### src/rtl/laser_datapath.sv
// laser_datapath: range flag, Bresenham draw/erase rasteriser and cooldown timer for one tower.
// Optional build macro LASER_ALT_COLOUR_EN alternates the beam colour on every completed draw.
module laser_datapath #(
  parameter int         X_W          = 8,
  parameter int         Y_W          = 7,
  parameter int         RANGE        = 20,
  parameter int         DELAY_CYCLES = 50,
  parameter logic [2:0] LASER_COLOUR = 3'b100,
  parameter logic [2:0] BG_COLOUR    = 3'b000,
  parameter logic [2:0] ALT_COLOUR   = 3'b110
) (
  input  logic           clk,
  input  logic           resetn,
  input  logic           disabled,
  input  logic           wait_draw,
  input  logic           draw_laser,
  input  logic           erase,
  input  logic           delay,
  input  logic [X_W-1:0] tower_x,
  input  logic [Y_W-1:0] tower_y,
  input  logic [X_W-1:0] car_x,
  input  logic [Y_W-1:0] car_y,
  input  logic           car_valid,
  output logic           car_in_range,
  output logic           draw_done,
  output logic           drawn,
  output logic           erase_done,
  output logic           delay_done,
  output logic [X_W-1:0] vga_x,
  output logic [Y_W-1:0] vga_y,
  output logic [2:0]     vga_colour,
  output logic           vga_plot
);

  // state | meaning
  // IDLE  | waiting for a command from the control FSM
  // INIT  | load Bresenham terms from tower and saved endpoint
  // LINE  | plot one pixel per cycle while stepping toward the endpoint
  // DONE  | one-cycle draw_done/erase_done pulse, update drawn
  // HOLD  | wait for the originating command to drop
  // COUNT | cooldown down-counter running
  typedef enum logic [2:0] {
    S_IDLE  = 3'd0,
    S_INIT  = 3'd1,
    S_LINE  = 3'd2,
    S_DONE  = 3'd3,
    S_HOLD  = 3'd4,
    S_COUNT = 3'd5
  } state_t;

  typedef enum logic [1:0] {
    C_NONE  = 2'd0,
    C_DRAW  = 2'd1,
    C_ERASE = 2'd2,
    C_DELAY = 2'd3
  } cmd_t;

  localparam int MAX_W = (X_W > Y_W) ? X_W : Y_W;
  localparam int ERR_W = MAX_W + 3;
  localparam int CNT_W = (DELAY_CYCLES > 1) ? $clog2(DELAY_CYCLES) : 1;

  localparam logic [X_W-1:0]          RANGE_X  = X_W'(RANGE);
  localparam logic [Y_W-1:0]          RANGE_Y  = Y_W'(RANGE);
  localparam logic [CNT_W-1:0]        CNT_LOAD = CNT_W'(DELAY_CYCLES - 1);
  localparam logic signed [ERR_W-1:0] ERR_ZERO = '0;

  function automatic logic [X_W:0] diff_x(input logic [X_W-1:0] a, input logic [X_W-1:0] b);
    return {1'b0, a} - {1'b0, b};
  endfunction

  function automatic logic [Y_W:0] diff_y(input logic [Y_W-1:0] a, input logic [Y_W-1:0] b);
    return {1'b0, a} - {1'b0, b};
  endfunction

  function automatic logic [X_W-1:0] mag_x(input logic [X_W:0] d);
    return d[X_W] ? X_W'(-d) : d[X_W-1:0];
  endfunction

  function automatic logic [Y_W-1:0] mag_y(input logic [Y_W:0] d);
    return d[Y_W] ? Y_W'(-d) : d[Y_W-1:0];
  endfunction

  state_t r_state;
  state_t w_state_nxt;
  cmd_t   r_cmd;
  cmd_t   w_cmd_nxt;

  logic                     r_drawn;
  logic                     r_in_range;
  logic [X_W-1:0]           r_end_x;
  logic [Y_W-1:0]           r_end_y;
  logic [X_W-1:0]           r_cur_x;
  logic [Y_W-1:0]           r_cur_y;
  logic [X_W-1:0]           r_dx;
  logic [Y_W-1:0]           r_dy;
  logic                     r_sx;
  logic                     r_sy;
  logic signed [ERR_W-1:0]  r_err;
  logic [CNT_W-1:0]         r_cnt;

  logic                     w_cmd_active;
  logic                     w_at_end;
  logic                     w_cnt_zero;
  logic                     w_in_range;
  logic                     w_load_end;
  logic                     w_load_cnt;
  logic                     w_set_drawn;
  logic                     w_clr_drawn;
  logic                     w_plot;
  logic                     w_draw_pulse;
  logic                     w_erase_pulse;
  logic                     w_delay_pulse;
  logic [X_W:0]             w_ddx;
  logic [Y_W:0]             w_ddy;
  logic [X_W-1:0]           w_ldx;
  logic [Y_W-1:0]           w_ldy;
  logic signed [ERR_W-1:0]  w_dx_e;
  logic signed [ERR_W-1:0]  w_dy_e;
  logic signed [ERR_W-1:0]  w_ndy;
  logic signed [ERR_W-1:0]  w_e2;
  logic signed [ERR_W-1:0]  w_err_nxt;
  logic                     w_step_x;
  logic                     w_step_y;
  logic [2:0]               w_draw_colour;
  logic                     w_unused_wait;

  // wait_draw carries no datapath work; the tower FSM decides when to draw
  assign w_unused_wait = wait_draw;

  assign w_in_range = car_valid
                    && (mag_x(diff_x(car_x, tower_x)) <= RANGE_X)
                    && (mag_y(diff_y(car_y, tower_y)) <= RANGE_Y);

  assign w_cmd_active = ((r_cmd == C_DRAW)  && draw_laser)
                     || ((r_cmd == C_ERASE) && erase)
                     || ((r_cmd == C_DELAY) && delay);

  assign w_at_end   = (r_cur_x == r_end_x) && (r_cur_y == r_end_y);
  assign w_cnt_zero = (r_cnt == '0);

  assign w_ddx = diff_x(r_end_x, tower_x);
  assign w_ddy = diff_y(r_end_y, tower_y);
  assign w_ldx = mag_x(w_ddx);
  assign w_ldy = mag_y(w_ddy);

  // error term e = dx - dy; x steps when 2e > -dy, y steps when 2e < dx
  assign w_dx_e    = ERR_W'(r_dx);
  assign w_dy_e    = ERR_W'(r_dy);
  assign w_ndy     = -w_dy_e;
  assign w_e2      = r_err <<< 1;
  assign w_step_x  = (w_e2 > w_ndy);
  assign w_step_y  = (w_e2 < w_dx_e);
  assign w_err_nxt = r_err - (w_step_x ? w_dy_e : ERR_ZERO) + (w_step_y ? w_dx_e : ERR_ZERO);

  always_comb begin
    w_state_nxt   = r_state;
    w_cmd_nxt     = r_cmd;
    w_load_end    = 1'b0;
    w_load_cnt    = 1'b0;
    w_set_drawn   = 1'b0;
    w_clr_drawn   = 1'b0;
    w_plot        = 1'b0;
    w_draw_pulse  = 1'b0;
    w_erase_pulse = 1'b0;
    w_delay_pulse = 1'b0;
    if (disabled) begin
      w_state_nxt = S_IDLE;
      w_cmd_nxt   = C_NONE;
      w_clr_drawn = 1'b1;
    end else begin
      unique case (r_state)
        S_IDLE: begin
          if (erase) begin
            w_cmd_nxt   = C_ERASE;
            w_state_nxt = r_drawn ? S_INIT : S_DONE;
          end else if (draw_laser) begin
            w_cmd_nxt   = C_DRAW;
            w_load_end  = 1'b1;
            w_state_nxt = S_INIT;
          end else if (delay) begin
            w_cmd_nxt   = C_DELAY;
            w_load_cnt  = 1'b1;
            w_state_nxt = S_COUNT;
          end
        end
        S_INIT: begin
          w_state_nxt = w_cmd_active ? S_LINE : S_IDLE;
        end
        S_LINE: begin
          w_plot = 1'b1;
          if (!w_cmd_active) begin
            w_state_nxt = S_IDLE;
          end else if (w_at_end) begin
            w_state_nxt = S_DONE;
          end
        end
        S_DONE: begin
          if (r_cmd == C_ERASE) begin
            w_erase_pulse = 1'b1;
            w_clr_drawn   = 1'b1;
          end else begin
            w_draw_pulse  = 1'b1;
            w_set_drawn   = 1'b1;
          end
          w_state_nxt = S_HOLD;
        end
        S_HOLD: begin
          if (!w_cmd_active) begin
            w_state_nxt = S_IDLE;
          end
        end
        S_COUNT: begin
          if (!w_cmd_active) begin
            w_state_nxt = S_IDLE;
          end else if (w_cnt_zero) begin
            w_delay_pulse = 1'b1;
            w_state_nxt   = S_HOLD;
          end
        end
        default: begin
          w_state_nxt = S_IDLE;
        end
      endcase
    end
  end

  always_ff @(posedge clk) begin
    if (!resetn) begin
      r_state <= S_IDLE;
      r_cmd   <= C_NONE;
    end else begin
      r_state <= w_state_nxt;
      r_cmd   <= w_cmd_nxt;
    end
  end

  always_ff @(posedge clk) begin
    if (!resetn) begin
      r_drawn    <= 1'b0;
      r_in_range <= 1'b0;
      r_end_x    <= '0;
      r_end_y    <= '0;
      r_cur_x    <= '0;
      r_cur_y    <= '0;
      r_dx       <= '0;
      r_dy       <= '0;
      r_sx       <= 1'b0;
      r_sy       <= 1'b0;
      r_err      <= '0;
      r_cnt      <= '0;
    end else begin
      r_in_range <= w_in_range;
      if (w_load_end) begin
        r_end_x <= car_x;
        r_end_y <= car_y;
      end
      if (w_set_drawn) begin
        r_drawn <= 1'b1;
      end else if (w_clr_drawn) begin
        r_drawn <= 1'b0;
      end
      if (r_state == S_INIT) begin
        r_cur_x <= tower_x;
        r_cur_y <= tower_y;
        r_dx    <= w_ldx;
        r_dy    <= w_ldy;
        r_sx    <= w_ddx[X_W];
        r_sy    <= w_ddy[Y_W];
        r_err   <= ERR_W'(w_ldx) - ERR_W'(w_ldy);
      end else if (r_state == S_LINE) begin
        if (w_step_x) begin
          r_cur_x <= r_sx ? (r_cur_x - X_W'(1)) : (r_cur_x + X_W'(1));
        end
        if (w_step_y) begin
          r_cur_y <= r_sy ? (r_cur_y - Y_W'(1)) : (r_cur_y + Y_W'(1));
        end
        r_err <= w_err_nxt;
      end
      if (w_load_cnt) begin
        r_cnt <= CNT_LOAD;
      end else if ((r_state == S_COUNT) && !w_cnt_zero) begin
        r_cnt <= r_cnt - CNT_W'(1);
      end
    end
  end

`ifdef LASER_ALT_COLOUR_EN
  logic r_alt_sel;

  always_ff @(posedge clk) begin
    if (!resetn) begin
      r_alt_sel <= 1'b0;
    end else if (w_draw_pulse) begin
      r_alt_sel <= ~r_alt_sel;
    end
  end

  assign w_draw_colour = r_alt_sel ? ALT_COLOUR : LASER_COLOUR;
`else
  logic w_unused_alt;

  assign w_unused_alt  = ^ALT_COLOUR;
  assign w_draw_colour = LASER_COLOUR;
`endif

  // pixel bus is forced to zero whenever no write is strobed
  assign vga_plot     = w_plot;
  assign vga_x        = w_plot ? r_cur_x : '0;
  assign vga_y        = w_plot ? r_cur_y : '0;
  assign vga_colour   = w_plot ? ((r_cmd == C_ERASE) ? BG_COLOUR : w_draw_colour) : 3'b000;
  assign draw_done    = w_draw_pulse;
  assign erase_done   = w_erase_pulse;
  assign delay_done   = w_delay_pulse;
  assign drawn        = r_drawn;
  assign car_in_range = r_in_range;

endmodule
### config.mk
export PLATFORM = sky130hd
export DESIGN_NAME = laser_datapath
export DESIGN_NICKNAME = d
export VERILOG_FILES = /design/src/rtl/laser_datapath.sv
export SDC_FILE = /design/constraint.sdc
export NUM_CORES = 1
export LEC_CHECK = 0
export CAP_MARGIN = 10
export CORE_UTILIZATION = 50
export DETAILED_ROUTE_END_ITERATION = 12
export GPL_ROUTABILITY_DRIVEN = 0
export PLACE_DENSITY_LB_ADDON = 0.25
export REMOVE_ABC_BUFFERS = 1
export SYNTH_ARGS = -nofsm -noshare
export SYNTH_HDL_FRONTEND = slang
export SYNTH_SLANG_ARGS = --single-unit
### constraint.sdc
create_clock -name clk -period 4.7 [get_ports clk]
set_clock_uncertainty 0.1 [all_clocks]
set_input_delay 0.705 -clock clk [delete_from_list [all_inputs] [get_ports clk]]
set_output_delay 0.705 -clock clk [all_outputs]
set_load 0.03 [all_outputs]
== Yosys cells after proc, flatten, opt, wreduce, memory -nomap -nowiden ==
Cells that the tools add are included.
Word-level totals
  flip-flop bits (word level): 71
  input bits: 38
  output and inout port bits: 24
  logic and storage cells: 135
Cells by class
  add/subtract/negate cells: 17
  magnitude comparators: 4
  eq/ne operators: 14
  muxes and demuxes: 60
  bitwise gates (word level): 1
  reductions and logical operators: 24
Operators with widths (count)
  $mux 8: 8
  $mux 7: 8
  $mux 3: 10
  $mux 1: 24
  $mux 11: 2
  $pmux 3 s6: 1
  $sub 8x8->9: 2
  $neg 8->8: 2
  $sub 7x7->8: 2
  $neg 7->7: 2
  $mux 6: 2
  $add 11x9->11: 1
  $gt 11x11->1: 1
  $lt 11x9->1: 1
  $neg 7->11: 1
  $sub 11x8->11: 1
  $mux 2: 5
  $reduce_bool 2->1: 5
  $sub 8x7->9: 1
  $add 8x1->8 const B: 1
  $eq 8x8->1: 1
  $le 8x5->1 const B: 1
  $sub 8x1->8 const B: 1
  $add 7x1->7 const B: 1
  22 further kinds: 36

== Longest topological paths before layout ==
Gate-level depths: netlist of run 1.
  depth in word-level cells: 7
  mapped depth: 23
  gate-level depth less buffers: 22

== Least setup slack after synthesis of run 1 ==
No wires, ideal clock.
  path type: reg2reg
  from: register r_dy[0]
  to: register r_err[9]
  library setup time: 122 ps
  data arrival time: 4343 ps
  data required time: 4478 ps
  path slack: 136 ps
  cell stages (with the launch flop): 22
  path buffers: 1
  clock period less this slack: 4564 ps
  cell sequence: dfxtp_1 clkbuf_1 inv_1 ha_1 nand2_1 xnor2_1 ha_1 a22oi_1 o211ai_1 a311oi_1 o41ai_4 and3_1 fa_1 inv_1 ha_1 a21oi_1 o221ai_1 o41ai_1 o21ai_0 xnor2_1 o221ai_1 a21oi_1
On the way
  cells in the longest elaborated chain, start to end: 7
Ends and longest elaborated chain
  start, declared: RTL line 95  | logic [Y_W-1:0] r_dy;
  start signal, assigned: RTL line 266  | r_dy <= w_ldy;
  $neg 7->11: RTL line 149  | assign w_ndy = -w_dy_e;
  $gt 11x11->1: RTL line 151  | assign w_step_x = (w_e2 > w_ndy);
  $mux 7 *: RTL line 153  | assign w_err_nxt = r_err - (w_step_x ? w_dy_e : ERR_ZERO) + (w_step_y ? w_dx_e : ERR_ZERO);
  $sub 11x8->11 *: RTL line 153
  $add 11x9->11 *: RTL line 153
  $mux 11 *: RTL line 270  | end else if (r_state == S_LINE) begin
  $mux 11 *: RTL line 262  | if (r_state == S_INIT) begin
  end signal, assigned: RTL line 269  | r_err <= ERR_W'(w_ldx) - ERR_W'(w_ldy);
  end signal, assigned: RTL line 277  | r_err <= w_err_nxt;
  end, declared: RTL line 98  | logic signed [ERR_W-1:0] r_err;
Mark *: on every way between the ends. The rest lies on a longest branch, timed or not. The select of a mux whose other input is x is not followed.
A chain may end at the register's enable or synchronous reset.

== Final worst setup path of run 1 ==
  from: register r_dy[5]
  to: register r_err[8]
Same word-level chain as after synthesis.

==> results_dict.tcl, run 1 <==
set metrics [dict create \
    tritoncts "done" \
    min_to "r_end_y[2]" \
    multiInputGateArea_sq_um 5319 \
    max_freq_mhz 220.9 \
    grt_max_degree 47 \
    synthArstFlopShare_pct 0 \
    fill_cells 1262 \
    synth.area.top_cells "dfxtp_1 (20%), ha_1 (15%), xnor2_1 (6.4%)" \
    hp-class "reg2reg" \
    reg2regPathDepth 21 \
    vias 6641 \
    hold_depth 2 \
    dieArea_sq_um 14620 \
    cp_slowest_cell "fa_1" \
    clk_latency_ps 340 \
    placed_cell_area_sq_um 8074 \
    place.port_buffers 58 \
    final_antenna_net_count 0 \
    antenna_found_initial 0 \
    max-slew-margin-rel_pct 32.98 \
    irDropWorstVdd_mv 0.1913 \
    p_per_area_nw_per_um2 344.3 \
    min_period_ps 4526 \
    wl_per_cell_um 15.64 \
    outcome "completed" \
    swShare_pct 36.95 \
    tightest_slew_ps 1002 \
    endpoint_kind "flip-flop" \
    internal_power_w 0.001858 \
    reg2reg_from "r_dy[5]" \
    holdWs_ps 395.1 \
    path_clk_slew_ps 60 \
    clk_path_buf_depth 2 \
    yosysTopAreaCell "dfxtp_1" \
    ys_warn_count 0 \
    finalSetupViolations 0 \
    coreArea_sq_um 13830 \
    diodes 0 \
    slowest_delay_ps 420 \
    grt_pass1_wl_mm 30.44 \
    first_pass_iters 4 \
    syn_avg_cell_area_sq_um 7.784 \
    setup_ws_ps 173.6 \
    row_count 43 \
    syn_inst 908 \
    clkPwrFrac_pct 26.5 \
    ys_types 79 \
    grt_pass1_vias 6356 \
    regArea_sq_um 1406 \
    drv_slew 0 \
    drtIter0Drc 282 \
    critPathArrivalTime_ps 4650 \
    path_class "reg2reg" \
    p_seq_share_pct 23.7 \
    clkSinkCount 70 \
    clockRootBuffer "clkbuf_16" \
    total_power_w 0.002946 \
    routed_wl_mm 18.45 \
    ys_ff_latch 70 \
    crit-reg2reg-capture "r_err[8]" \
    synth_top_cells_by_count "inv_1 (94), ha_1 (82), a21oi_1 (77)" \
    ys.flop_type "dfxtp_1" \
    ios 62 \
    synth.most_common_cell "inv_1" \
    synth.cell_area_sq_um 7068 \
    final_hold_viol_count 0 \
    grt_overflow_total 0 \
    hold_start "r_end_y[2]" \
    final_nets 1129 \
    h-tree-depth 3 \
    leakage_nw 3.580 \
    dp_slack_ps -208.5 \
    drv_cap 0 \
    place_inst 1162 \
    die_y_um 120.9 \
    dpl.hpwl_mm 14.17 \
    drt-vias-per-instance 5.628 \
    cts_buffers 9 \
    final_cells 1180 \
    yosysSeqAreaShare_pct 19.83 \
    path_max_fanout 4 \
    cp-start-kind "flip-flop" \
    combPwrFrac_pct 49.8 \
    r2r_slack_ps 170 \
    synth_edf_count 0 \
    fp.dieW_um 120.9 \
    critPathTopFamily "compound AO/OA/AOI/OAI gates" \
    crit_buf_inv 3 \
    period_share_pct 96.31 \
    synth_top_cell_area_share_pct 19.83 \
    initial_core_util_pct 51.12 \
    fin_area_sq_um 8557 \
    cp_cell_sequence "nor4_1, buf_4, nand2_2, xnor2_1, ha_1, a22oi_1, o211ai_1, a311oi_2, buf_4, o41ai_4, and3_1, fa_1, inv_2, ha_4, nor2b_2, o21ai_1, a21oi_1, o21a_1, o41ai_2, mux2i_1, o22ai_1" \
    grt_use_total_pct 26.27 \
    crit_top_cell "buf_4" \
    p_sw_w 0.001089 \
    synthToLayoutAreaGrowth_pct 21.07 \
    drc 0 \
    worstPathRequired_ps 4820 \
    drive_gt1_share_pct 11.80 \
]
-- final cells by class --
class	count	area share, %
Clock buffer	12	2.764
Clock inverter	4	1.111
Inverter	95	4.167
Multi-Input combinational cell	716	62.16
Sequential cell	70	16.44
Tap cell	180	2.632
Timing Repair Buffer	103	10.73
-- worst max path at each step --
stage | slack [ps] | start | cells after the start | endpoint
2_1_floorplan | 40 | r_dy[2] | 19 | r_err[9]
3_3_place_gp | -110 | tower_x[0] | 19 | r_err[7]
5_1_grt | -50 | tower_x[0] | 18 | r_err[8]
3_5_place_dp | -210 | tower_x[0] | 19 | r_err[7]
6_report | 170 | r_dy[5] | 21 | r_err[8]
4_1_cts | 10 | r_dy[2] | 21 | r_err[9]
-- state kept, by name (all words and copies together), names as in the netlist, 2 cells and up --
register / cells
r_cmd: 2
r_cnt: 6
r_cur_x: 8
r_cur_y: 7
r_dx: 8
r_dy: 7
r_end_x: 8
r_end_y: 7
r_err: 10
r_state: 3
-- repair_timing --
action                     in CTS  in global routing
resized for setup               3                 31
setup endpoints to repair       3                  6
pin swaps                       0                 22
hold buffers                    0                  0
buffers inserted                0                  2
-- worst reg2reg max path: stages (launching register included) --
cell	delay [ps]
dfxtp_1	310
nor4_1	270
buf_4	170
nand2_2	60
xnor2_1	130
ha_1	320
a22oi_1	70
o211ai_1	120
a311oi_2	120
buf_4	150
o41ai_4	310
and3_1	230
fa_1	420
inv_2	80
ha_4	200
nor2b_2	150
o21ai_1	170
a21oi_1	110
o21a_1	220
o41ai_2	350
mux2i_1	250
o22ai_1	90
-- logic make-up after synthesis --
group / Yosys count / share of synthesized area, %
and+or+nand+nor: 311 / 22.46
AOI/OAI and AO/OA: 223 / 21.47
buffers and inverters: 123 / 6.904
adders and majority gates: 96 / 18.48
DFF: 70 / 19.83
xor gates and xnor gates: 69 / 8.550
muxes: 15 / 2.248
other: 1 / 0.05306
-- stage by stage --
| step | TNS (ps) | util (%) |
|---|---|---|
| 5_1_grt | -75.42 | 61.89 |
| 3_5_place_dp | -600.0 | 58.39 |
| 2_1_floorplan | 0 | - |
| 4_1_cts | 0 | 60.94 |
| 3_3_place_gp | -346.8 | 58.39 |
| 6_report | 0 | 61.89 |
-- per-layer routing --
layer / GRT usage, % / up-vias / wire length (um)
met1: 33.94 / 3114 / 8666
met2: 45.18 / 110 / 8915
met3: 2.491 / 21 / 513
li1: - / 3396 / -
met5: 0 / - / 0
met4: 9.722 / 0 / 359
-- power by group through the flow --
stage               clock [W]  combinational, W  sequential [W]
finish               0.000781           0.00147        0.000699
global placement            0           0.00132        0.000708
floorplan                   0          0.000968        0.000693
detailed placement          0           0.00134        0.000709
global route         0.000819           0.00163        0.000705
CTS                  0.000793           0.00137        0.000697
-- cell usage in the layout (no fill, tap or decap), types with 5 or more instances in the layout --
cell,instances
o21ai_0,30
nor2_1,67
nor3b_1,7
o221ai_1,8
nand2b_1,11
mux2i_1,11
ha_1,78
or2_2,10
buf_4,45
o311ai_0,6
o21ai_1,5
a21o_1,5
nand3_1,20
nand4_1,9
xor2_1,17
xnor2_1,52
a211oi_1,16
nor2b_1,14
inv_1,90
inv_2,5
dfxtp_1,68
nand2_1,75
nor3_1,29
clkbuf_16,9
clkdlybuf4s50_1,58
or3_1,9
nor4b_1,5
and3_1,12
and2_1,15
a21oi_1,74
o21a_1,10
o21bai_1,5
fa_1,13
a31oi_1,6
(Power assumes the default switching activity.)
==> run 2: changes to the inputs <==
CORE_UTILIZATION = 54   (was 50)
GPL_TIMING_DRIVEN = 0   (was default)
==> run 2 against run 1 <==
  * Largest power group unchanged
  * Non-clock buffer count is 32 lower
  * Setup slack worse by 87 ps
  * Total power down 2.8%
  * Sequential cell count unchanged
  * Sequential power increased by 1%
  * Global-route usage is 0.85 points higher
  * Clock-buffer cell count shrank 3
  * Die area is 7.3% lower
  * Maximum frequency is 1.9% lower
  * Combinational power hardly changed
  * Largest cell class unchanged
==> results_dict.tcl, run 2 (synthesized netlist as in run 1, its figures left out) <==
set metrics [dict create \
    final_nets 1097 \
    largest-register "r_err" \
    drv_cap 0 \
    finalSetupTns_ps 0 \
    total_power_w 0.002864 \
    cts_buffers 9 \
    final_hold_viol_count 0 \
    min_period_ps 4614 \
    grt_max_degree 47 \
    clockRootBuffer "clkbuf_16" \
    fp.dieW_um 116.4 \
    tritoncts "done" \
    antenna_found_initial 0 \
    endpoint_kind "flip-flop" \
    routed_wl_mm 18.05 \
    leakage_nw 3.432 \
    critPathTopFamily "compound AO/OA/AOI/OAI gates" \
    grt_pass1_wl_mm 28.76 \
    cp_slowest_cell "o41ai_4" \
    drt-vias-per-instance 5.818 \
    critPathArrivalTime_ps 4740 \
    crit_top_cell "ha_4" \
    irDropWorstVdd_mv 0.1719 \
    tightest_slew_ps 1246 \
    slowest_delay_ps 550 \
    dieArea_sq_um 13550 \
    most-common-layout-cells "inv_1 (88), ha_1 (77), nand2_1 (75)" \
    layout_commonest_cell "inv_1" \
    row_count 41 \
    cp-start-kind "flip-flop" \
    h-tree-depth 3 \
    die_y_um 116.4 \
    clkSinkCount 70 \
    p_per_area_nw_per_um2 340.5 \
    fill_cells 1123 \
    clk_path_buf_depth 2 \
    outcome "completed" \
    period_share_pct 98.16 \
    cp_cell_sequence "nor4_4, nand2_2, xnor2_2, ha_4, a22oi_2, o211ai_1, a311oi_2, o41ai_4, and3_4, fa_1, inv_2, ha_4, nor2b_4, o21ai_2, a21oi_2, o21a_1, o41ai_2, mux2i_1, o22ai_1" \
    max_freq_mhz 216.7 \
    diodes 0 \
    grt_use_total_pct 27.12 \
    vias 6632 \
    final_antenna_net_count 0 \
    dpl.hpwl_mm 13.67 \
    drv_slew 0 \
    first_pass_iters 5 \
    path_class "reg2reg" \
    drtIter0Drc 366 \
    hp-class "reg2reg" \
    worstPathRequired_ps 4820 \
    coreArea_sq_um 12670 \
    ios 62 \
    path_clk_slew_ps 60 \
    path_max_fanout 7 \
    drc 0 \
    place.port_buffers 58 \
    drive_gt1_share_pct 10.74 \
    rsz0062_at_grt "true" \
    crit_buf_inv 1 \
    max-slew-margin-rel_pct 16.68 \
    grt_pass1_vias 6101 \
    wl_per_cell_um 15.83 \
    finalSetupViolations 0 \
    initial_core_util_pct 55.78 \
    grt_overflow_total 0 \
    synthToLayoutAreaGrowth_pct 18.99 \
    clk_latency_ps 340 \
    largest_reg_flops 10 \
]
[run 2: through the flow]
| stage | area (sq um) | hold slack [ps] | cells | util (%) | worst slack, ps |
|---|---|---|---|---|---|
| after floorplan | 6940 | 349.6 | 881 | - | 36.99 |
| after global placement | 7736 | 368.7 | 1111 | 61.05 | -650.3 |
| after detailed placement | 7806 | 380.1 | 1115 | 61.61 | -578.1 |
| after CTS | 8163 | 388.1 | 1132 | 64.42 | 18.42 |
| after global routing | 8411 | 417.5 | 1140 | 66.38 | -94.84 |
| final | 8411 | 387.6 | 1140 | 66.38 | 86.29 |
[run 2: worst reg2reg max path, delay by kind of cell (launching register included)]
| family | cells | cell delay [ps] |
|---|---|---|
| buf+inv | 1 | 80 |
| mux | 1 | 240 |
| compound gates | 9 | 1760 |
| simple gates | 4 | 890 |
| fa+ha+maj | 3 | 890 |
| xor+xnor | 1 | 180 |
| flops | 1 | 370 |
[run 2: path summary, 6_finish.rpt]
path / startpoint / end / slack [ps] / cells past startpoint
setup reg to reg: r_dy[2] / r_err[8] / 90 / 19
hold / removal: r_end_y[3] / r_end_y[3] / 390 / 2
setup / recovery: r_dy[2] / r_err[8] / 90 / 19
hold reg to reg: r_end_y[3] / r_end_y[3] / 390 / 2
[run 2: final cells by class]
type,instances,area (sq um),share of cell area [%]
Clock inverter,7,63.81,0.7587
Tap cell,172,215.2,2.559
Clock buffer,9,225.2,2.678
Multi-Input combinational cell,716,5421,64.46
Inverter,95,356.6,4.240
Sequential cell,70,1415,16.83
Timing Repair Buffer,71,713.2,8.480
[run 2: power breakdown]
part	internal, W	switching (W)
clock network	0.000369	0.000300
registers	0.000641	0.0000655
logic	0.000680	0.000809
[run 2: timing repair]
action / CTS / global route
endpoints found under the setup margin: 6 / 6
gates resized for setup: 15 / 42
hold buffers: 0 / 0
pin swaps: 2 / 29
setup buffers: 1 / 8
[run 2: routing by layer]
metal | track usage [%] | vias to the layer above | part of all wire [%]
met2 | 45.48 | 153 | 46
li1 | - | 3348 | -
met4 | 11.79 | 0 | 3.2
met3 | 3.373 | 38 | 3.9
met1 | 34.93 | 3093 | 47
met5 | 0 | - | 0
